`src/rtl/peg_l2_mac_tx_framer.sv`:
```
// MAC TX framer: forwards L2 bytes, zero-pads runt frames,
// feeds the FCS generator, appends the FCS and inserts the IFG.
module peg_l2_mac_tx_framer #(
  parameter int MIN_FRAME_BYTES = 60,
  parameter bit PAD_EN          = 1'b1,
  parameter int IFG_BYTES       = 12
) (
  input  logic        clk,
  input  logic        rst,
  input  logic        in_valid,
  input  logic        in_sop,
  input  logic        in_eop,
  input  logic [7:0]  in_data,
  output logic        in_ready,
  output logic        out_valid,
  output logic        out_sop,
  output logic        out_eop,
  output logic [7:0]  out_data,
  input  logic        out_ready,
  output logic        fcs_calc_rst,
  output logic        fcs_calc_valid,
  output logic [7:0]  fcs_calc_data,
  input  logic [31:0] fcs,
  output logic        err_nosop
);

  typedef enum logic [2:0] {
    IDLE,
    DATA,
    PAD,
    FCS,
    IFG
  } state_t;

  localparam logic [10:0] MIN_CNT  = 11'(MIN_FRAME_BYTES);
  localparam logic [10:0] CNT_MAX  = 11'h7FF;
  localparam logic [7:0]  IFG_LAST = 8'(IFG_BYTES - 1);

  state_t      state;
  state_t      state_nxt;
  state_t      eop_state;
  logic [10:0] byte_cnt;
  logic [10:0] byte_cnt_nxt;
  logic [10:0] cnt_inc;
  logic [1:0]  fcs_idx;
  logic [1:0]  fcs_idx_nxt;
  logic [7:0]  ifg_cnt;
  logic [7:0]  ifg_cnt_nxt;
  logic        init_pend;
  logic        sop_hit;

  assign sop_hit = in_valid & in_sop;

  // Saturating count of data+pad bytes including the current one.
  assign cnt_inc = (byte_cnt == CNT_MAX) ? byte_cnt
                                         : byte_cnt + 11'd1;

  // Where the frame goes after its last input byte is accepted.
  assign eop_state = (PAD_EN && (cnt_inc < MIN_CNT)) ? PAD : FCS;

  // State and counter registers; reset also schedules a CRC re-init.
  always_ff @(posedge clk) begin
    if (rst) begin
      state     <= IDLE;
      byte_cnt  <= '0;
      fcs_idx   <= '0;
      ifg_cnt   <= '0;
      init_pend <= 1'b1;
    end else begin
      state     <= state_nxt;
      byte_cnt  <= byte_cnt_nxt;
      fcs_idx   <= fcs_idx_nxt;
      ifg_cnt   <= ifg_cnt_nxt;
      init_pend <= 1'b0;
    end
  end

  // Next-state, counter updates and all handshake/datapath outputs.
  always_comb begin
    state_nxt      = state;
    byte_cnt_nxt   = byte_cnt;
    fcs_idx_nxt    = fcs_idx;
    ifg_cnt_nxt    = ifg_cnt;
    in_ready       = 1'b0;
    out_valid      = 1'b0;
    out_sop        = 1'b0;
    out_eop        = 1'b0;
    out_data       = 8'h00;
    fcs_calc_rst   = 1'b0;
    fcs_calc_valid = 1'b0;
    fcs_calc_data  = 8'h00;
    err_nosop      = 1'b0;

    unique case (state)
      IDLE: begin
        // A sop byte is only taken when the sink can take it too,
        // so a stalled sink never loses the first byte.
        in_ready  = ~sop_hit | out_ready;
        out_valid = sop_hit;
        out_sop   = sop_hit;
        out_data  = sop_hit ? in_data : 8'h00;
        err_nosop = in_valid & ~in_sop;
        if (sop_hit && out_ready) begin
          fcs_calc_valid = 1'b1;
          fcs_calc_data  = in_data;
          byte_cnt_nxt   = cnt_inc;
          state_nxt      = in_eop ? eop_state : DATA;
        end
      end

      DATA: begin
        in_ready  = out_ready;
        out_valid = in_valid;
        out_data  = in_data;
        if (in_valid && out_ready) begin
          fcs_calc_valid = 1'b1;
          fcs_calc_data  = in_data;
          byte_cnt_nxt   = cnt_inc;
          if (in_eop) begin
            state_nxt = eop_state;
          end
        end
      end

      PAD: begin
        out_valid = 1'b1;
        if (out_ready) begin
          fcs_calc_valid = 1'b1;
          byte_cnt_nxt   = cnt_inc;
          if (cnt_inc >= MIN_CNT) begin
            state_nxt = FCS;
          end
        end
      end

      FCS: begin
        out_valid = 1'b1;
        out_data  = fcs[{fcs_idx, 3'b000} +: 8];
        out_eop   = (fcs_idx == 2'd3);
        if (out_ready) begin
          if (fcs_idx == 2'd3) begin
            fcs_calc_rst = 1'b1;
            fcs_idx_nxt  = 2'd0;
            byte_cnt_nxt = '0;
            ifg_cnt_nxt  = '0;
            state_nxt    = IFG;
          end else begin
            fcs_idx_nxt = fcs_idx + 2'd1;
          end
        end
      end

      IFG: begin
        if (ifg_cnt == IFG_LAST) begin
          ifg_cnt_nxt = '0;
          state_nxt   = IDLE;
        end else begin
          ifg_cnt_nxt = ifg_cnt + 8'd1;
        end
      end

      default: begin
        state_nxt = IDLE;
      end
    endcase

    // First cycle out of reset restarts the CRC, abandoning any
    // partial frame that was in flight.
    if (init_pend && !rst) begin
      fcs_calc_rst = 1'b1;
    end
  end

endmodule

```
`config.mk`:
```
export PLATFORM = sky130hd
export DESIGN_NAME = peg_l2_mac_tx_framer
export DESIGN_NICKNAME = d
export VERILOG_FILES = /design/src/rtl/peg_l2_mac_tx_framer.sv
export SDC_FILE = /design/constraint.sdc
export NUM_CORES = 1
export LEC_CHECK = 0
export CAP_MARGIN = 25
export CELL_PAD_IN_SITES_DETAIL_PLACEMENT = 2
export CELL_PAD_IN_SITES_GLOBAL_PLACEMENT = 2
export CORE_MARGIN = 2
export CORE_UTILIZATION = 27
export DETAILED_ROUTE_END_ITERATION = 16
export PLACE_DENSITY = 0.94
export SYNTH_ARGS = -nofsm -noshare
export SYNTH_HDL_FRONTEND = slang
export SYNTH_SLANG_ARGS = --single-unit
```
`constraint.sdc`:
```
create_clock -name clk -period 3.8 [get_ports clk]
set_input_delay 0.76 -clock clk [delete_from_list [all_inputs] [get_ports clk]]
set_output_delay 0.76 -clock clk [all_outputs]
set_load 0.02 [all_outputs]
```
==> results of run 1 <==
-- worst max-delay path: stages --
cell,delay (ns)
clkdlybuf4s50_1,0.53
a21oi_1,0.30
nor3_2,0.06
buf_4,0.19
a22o_1,0.26
clkdlybuf4s50_1,0.55
-- routing by layer --
| metal | routed length (um) | track usage | part of all wire |
|---|---|---|---|
| met1 | 3010 | 0.235 | 0.43 |
| met2 | 3600 | 0.346 | 0.52 |
| met3 | 306 | 0.0324 | 0.044 |
| met4 | 44 | 0.0298 | 0.0063 |
| met5 | 0 | 0 | 0 |
-- cell families after synthesis --
kind of cell	count (synthesis)	share of synthesized area
AND/OR/NAND/NOR	91	0.273
AO/OA/AOI/OAI	62	0.242
flip-flops	25	0.273
buffers and inverters	22	0.0593
multiplexers	9	0.104
XOR/XNOR	6	0.0286
adder cells (fa/ha/maj)	3	0.0205
-- sequential cells by signal (all words and copies together) (netlist names) --
signal / count
byte_cnt: 11
state: 3
fcs_idx: 2
ifg_cnt: 8
init_pend: 1
-- cell usage after synthesis, drive strengths merged (4+ instances only) --
| cell | instances |
|---|---|
| clkbuf | 7 |
| a22o | 8 |
| mux4 | 8 |
| dfxtp | 25 |
| o21ai | 8 |
| buf | 9 |
| and3 | 4 |
| and2 | 11 |
| a31oi | 5 |
| inv | 6 |
| a21oi | 20 |
| nand3 | 6 |
| nor3 | 11 |
| nand2 | 16 |
| nor2 | 22 |
-- layout make-up --
cell class	count	area share
clock buffers	3	0.0157
well taps	80	0.0381
clock inverters	1	0.00190
inverters	6	0.00857
flip-flops and latches	25	0.190
repair buffers	75	0.279
multi-input cells	171	0.466
-- power by group --
group	leakage [nW]	switching, W	internal [W]
clock	0.0255	0.0000973	0.0000739
sequential	0.202	0.00000728	0.000265
combinational	0.665	0.0000703	0.0000936
total	0.893	0.000175	0.000432
-- worst max path at each step --
| stage | startpoint | end | cells past startpoint |
|---|---|---|---|
| final | in_valid | out_data[7] | 6 |
| after global routing | in_valid | out_data[7] | 6 |
| after CTS | in_valid | out_data[7] | 6 |
| after detailed placement | in_valid | out_data[7] | 6 |
| after global placement | in_valid | fcs_calc_data[0] | 6 |
| after floorplan | out_ready | fcs_calc_data[1] | 4 |
-- metrics by stage --
step	power [W]	worst slack (ns)	util
floorplan	0.000345	1.32	-
global placement	0.000434	0.530	0.387
detailed placement	0.000442	0.391	0.387
CTS	0.000614	0.385	0.393
global route	0.000638	0.316	0.393
finish	0.000607	0.387	0.393
==> metrics.md, run 1 <==
| Metric | Value |
|---|---|
| Fin Clk Skew | 0.00421 ns |
| Vias in the first global route | ~2100 |
| Final instance area | around 2600 um^2 |
| Unrepaired setup endpoints after global routing | no |
| Worst r2r src | fcs_idx[0] |
| Synth-to-Final Area Change | 43.2% |
| Period utilisation layout | 0.898 |
| Setup TNS | 0 ns |
| Longest Clk Path Bufs | 2 |
| Core ar. | ~6700 um^2 |
| DRT Wirelength | 6.96 mm |
| Starting Density | 0.275 |
| Most frequent cells in the layout | clkdlybuf4s50_1, dfxtp_1, nor2_1 |
| Remaining Overflow, GRT | 0 |
| Multi-input gate area | between 1000 and 1500 um^2 |
| H-Tree Depth | 1 |
| Slew of the pin with the lowest slew margin | between 0.6 and 0.7 ns |
| Synth warnings | 0 |
| Placed Cells | approximately 360 |
| Non-Filler Instances | ~360 |
| Antenna-violating nets left | 0 |
| Reg clk slew, reported paths | ~0.090 ns |
| Largest area contributor in the netlist | dfxtp_1 |
| FF-to-FF End | state[1] |
| Worst EP required | 3.04 ns |
| Maximum fanout along the worst path | 9 |
| DRC viols | 0 |
| Hold slack | around 0.54 ns |
| Final Setup Violations | 0 |
| Placed instance area | 2580 um^2 |
| Clk root buf | clkbuf_8 |
| Initial antenna violation count | 0 |
| Async SR Flop Fraction | 0 |
| Pwr dens | 231 nW/um^2 |
| Yosys reg bits | 25 |
| CP startpoint kind | input pin |
| Number of max-cap violations | 0 |
| DR iter-0 viols | 75 |
| First-pass GRT wire length | about 11 mm |
| Flop2flop setup slack | ~1.7 ns |
| Seq/Total Area, Yosys | 0.273 |
| FF+latch area | approximately 500 um^2 |
| Post-CTS sizing | 0 |
| Status | complete, no violations |
| Total number of vias | roughly 2000 |
| Hold path endpoint | byte_cnt[10] |
| Critical Path AT | between 2 and 3 ns |
| NumNets Final | 331 |
| Buffers on Ports | 68 |
| Syn_nets | 267 |
| WL/cell | around 19 um |
| Ports | slightly below 70 |
| Max Freq | 293 MHz |
| Clk Latency, worst-skew pair | roughly 0.28 ns |
| Min cycle time layout | 3.41 ns |
| Hold_buf cts | 0 |
| Mapped cell area | about 1800 um^2 |
| Die W | between 80 and 90 um |
| Critical Path End Type | output port |
| Peak supply drop | just under 100 uV |
| Synth Instances | between 200 and 250 |
| Share of cells above drive strength 1 | 0.103 |
| DP HPWL | about 5.4 mm |
| Netlist cell types | 57 |
| Leak | between 0.8 and 0.9 nW |
| Worst hold stages | 2 |
| Cell Rows | 30 |
| Post-synth EDFFs | 0 |
| CTS sink count | 25 |
| Hold Crit Start | byte_cnt[10] |
| Commonest non-fill, non-tap cell in the layout | clkdlybuf4s50_1 |
| Relative slew slack | 0.543 |
| Fillers | 746 |
| Drt first pass iters | 4 |
| Fin. max-slew vios | 0 |
| Reg2reg path depth | 5 |
| Yosys top cell area share | 0.273 |
| CTS Buf Count | 3 |
| Die ar. | approximately 7500 um^2 |
| Crit path kind | in2out |
| Largest net degree at the start of global routing | 22 |
| GPL Wtd Cong | around 0.81 |
| CTS tree | built |
| Fin. Hold Viols | 0 |
| Top_reg_cell synth | dfxtp_1 |
| Ant. Diodes | 0 |
| Total GRT Usage | 0.189 |
| Die Ht | 86.5 um |
| Mean post-synth cell area | ~8.4 um^2 |
| Post-CTS Setup Inserts | 0 |
| Vias per inst | roughly 5.6 |
| Worst Hold Class | reg2reg |
| Synth area leaders | dfxtp_1, mux4_2, a21oi_1, nor2_1, a22o_1 |
(Power assumes the default switching activity.)
==> inputs of run 2 (changes only) <==
REMOVE_ABC_BUFFERS = 1   (was default)
==> run 2 against run 1 <==
Global-route usage decreased by 0.19 points. Setup slack gained 0.049 ns. Critical path type unchanged. Combinational power hardly changed. Largest cell class unchanged. Die area is the same. Highest routed layer unchanged.
==> metrics.md, run 2 (synthesis results as in run 1) <==
| Metric | Value |
|---|---|
| Status | complete, no violations |
| Fin. max-slew vios | 0 |
| Regs by FF count | byte_cnt: 11 flops, ifg_cnt: 8 flops, state: 3 flops |
| Min cycle time layout | roughly 3.4 ns |
| Pwr dens | about 230 nW/um^2 |
| Max Freq | 297 MHz |
| Pre-CTS setup slack | roughly 0.45 ns |
| Peak supply drop | 137 uV |
| Worst Hold Class | reg2reg |
| FF-to-FF End | ifg_cnt[5] |
| Buffers on Ports | 68 |
| CTS sink count | 25 |
| Reg clk slew, reported paths | roughly 0.09 ns |
| CTS tree | built |
| CTS Buf Count | 3 |
| First-pass GRT wire length | 11.3 mm |
| Final worst slack | between 0.4 and 0.5 ns |
| DR iter-0 viols | 31 |
| Largest Register | byte_cnt |
| Period utilisation layout | 0.885 |
| Crit path kind | in2out |
| Layout Utilization | 0.393 |
| DP HPWL | around 5.5 mm |
| Leak | a little under 0.9 nW |
| GRT met2 Usage | 0.350 |
| Final Setup Violations | 0 |
| Total GRT Usage | 0.187 |
| Clk root buf | clkbuf_8 |
| Drt first pass iters | 4 |
| Synth-to-Final Area Change | 43.1% |
| Slew of the pin with the lowest slew margin | between 0.6 and 0.7 ns |
| NumNets Final | roughly 330 |
| Initial antenna violation count | 0 |
| Die W | between 80 and 90 um |
| Multi-input gate area | about 1200 um^2 |
| Relative slew slack | 0.584 |
| H-Tree Depth | 1 |
| Vias per inst | ~5.6 |
| Fin. Hold Viols | 0 |
| Flop2flop setup slack | roughly 1.7 ns |
| Critical Path AT | approximately 2.6 ns |
| Share of cells above drive strength 1 | 0.0996 |
| FF+latch area | about 500 um^2 |
| WL/cell | between 15 and 20 um |
| Critical Path End Type | output port |
| GPL Wtd Cong | approximately 0.77 |
| Number of max-cap violations | 0 |
| Longest Clk Path Bufs | 2 |
| Die ar. | 7470 um^2 |
| Ports | roughly 70 |
| Maximum fanout along the worst path | 9 |
| Worst EP required | a little over 3 ns |
| Setup TNS | 0 ns |
| Commonest non-fill, non-tap cell in the layout | clkdlybuf4s50_1 |
| Remaining Overflow, GRT | 0 |
| Die Ht | ~86 um |
| Hold_buf cts | 0 |
| Hold Crit Start | byte_cnt[1] |
| Fillers | 743 |
| Worst hold stages | 2 |
| Reg2reg path depth | 5 |
| Ant. Diodes | 0 |
| Starting Density | 0.275 |
| Max FFs per register | 11 |
| Vias in the first global route | around 2100 |
| Cell Rows | 30 |
| Worst r2r src | state[1] |
| Antenna-violating nets left | 0 |
| Met1 Use GR | 0.228 |
| CP startpoint kind | input pin |
| Core ar. | roughly 6700 um^2 |
| GR peak layer | met2 |
| Post-CTS Setup Inserts | 0 |
| DRC viols | 0 |
| Fin Clk Skew | approximately 0.0037 ns |
| Unrepaired setup endpoints after global routing | no |
| Post-CTS sizing | 0 |
| Most frequent cells in the layout | clkdlybuf4s50_1, dfxtp_1, nor2_1 |
| GR Layer Usage met3 | 0.0286 |
| Hold path endpoint | byte_cnt[1] |
| Total number of vias | 2009 |
| Clk Latency, worst-skew pair | 0.27 ns |
| DRT Wirelength | between 6 and 7 mm |
| Largest net degree at the start of global routing | 22 |
run 2: report_power, final:
part | leakage (nW) | switching [W] | total (W) | internal (W)
logic | 0.665 | 0.0000708 | 0.000165 | 0.0000938
registers | 0.202 | 0.00000703 | 0.000272 | 0.000265
clock network | 0.0228 | 0.0000865 | 0.000162 | 0.0000750
run 2: per-stage QoR:
stage	hold slack [ns]	instance area (um^2)	cells	total power (W)
after global routing	0.576	2630	361	0.000634
after global placement	0.502	2580	357	0.000435
final	0.529	2630	361	0.000598
after CTS	0.538	2630	361	0.000613
after detailed placement	0.518	2580	357	0.000443
after floorplan	0.468	1750	202	0.000339
run 2: worst max-delay path by stage:
| stage | startpoint | to | slack [ns] | depth (start not counted) |
|---|---|---|---|---|
| after floorplan | state[1] | fcs_calc_rst | 1.43 | 4 |
| after global placement | in_valid | fcs_calc_data[0] | 0.55 | 6 |
| after detailed placement | in_valid | fcs_calc_data[0] | 0.45 | 6 |
| after CTS | in_valid | fcs_calc_data[0] | 0.45 | 6 |
| after global routing | in_valid | fcs_calc_data[0] | 0.34 | 6 |
| final | in_valid | fcs_calc_data[0] | 0.44 | 6 |
run 2: worst max-delay path, cell delays in order:
cell and delay (ns):
clkdlybuf4s50_1 0.58, a21oi_1 0.14, nor3_2 0.12, buf_4 0.18
and4_1 0.21, clkdlybuf4s50_1 0.60
run 2: area by class of cell:
class | instances | share of cell area
clock buffers | 4 | 0.0171
inverters | 6 | 0.00857
multi-input cells | 171 | 0.467
flip-flops and latches | 25 | 0.190
well taps | 80 | 0.0381
repair buffers | 75 | 0.279
run 2: per-layer routing:
metal	share of wire	up-vias	wire (um)
met1	0.44	1002	3010
met3	0.044	6	303
met5	0	-	0
met4	0.0093	0	64
met2	0.51	54	3520
li1	-	947	-
==> inputs of run 3 (changes only) <==
GPL_ROUTABILITY_DRIVEN = 1   (was default)
==> results of run 3 <==
No change in the layout: final DEF, timing and power equal those of run 2.
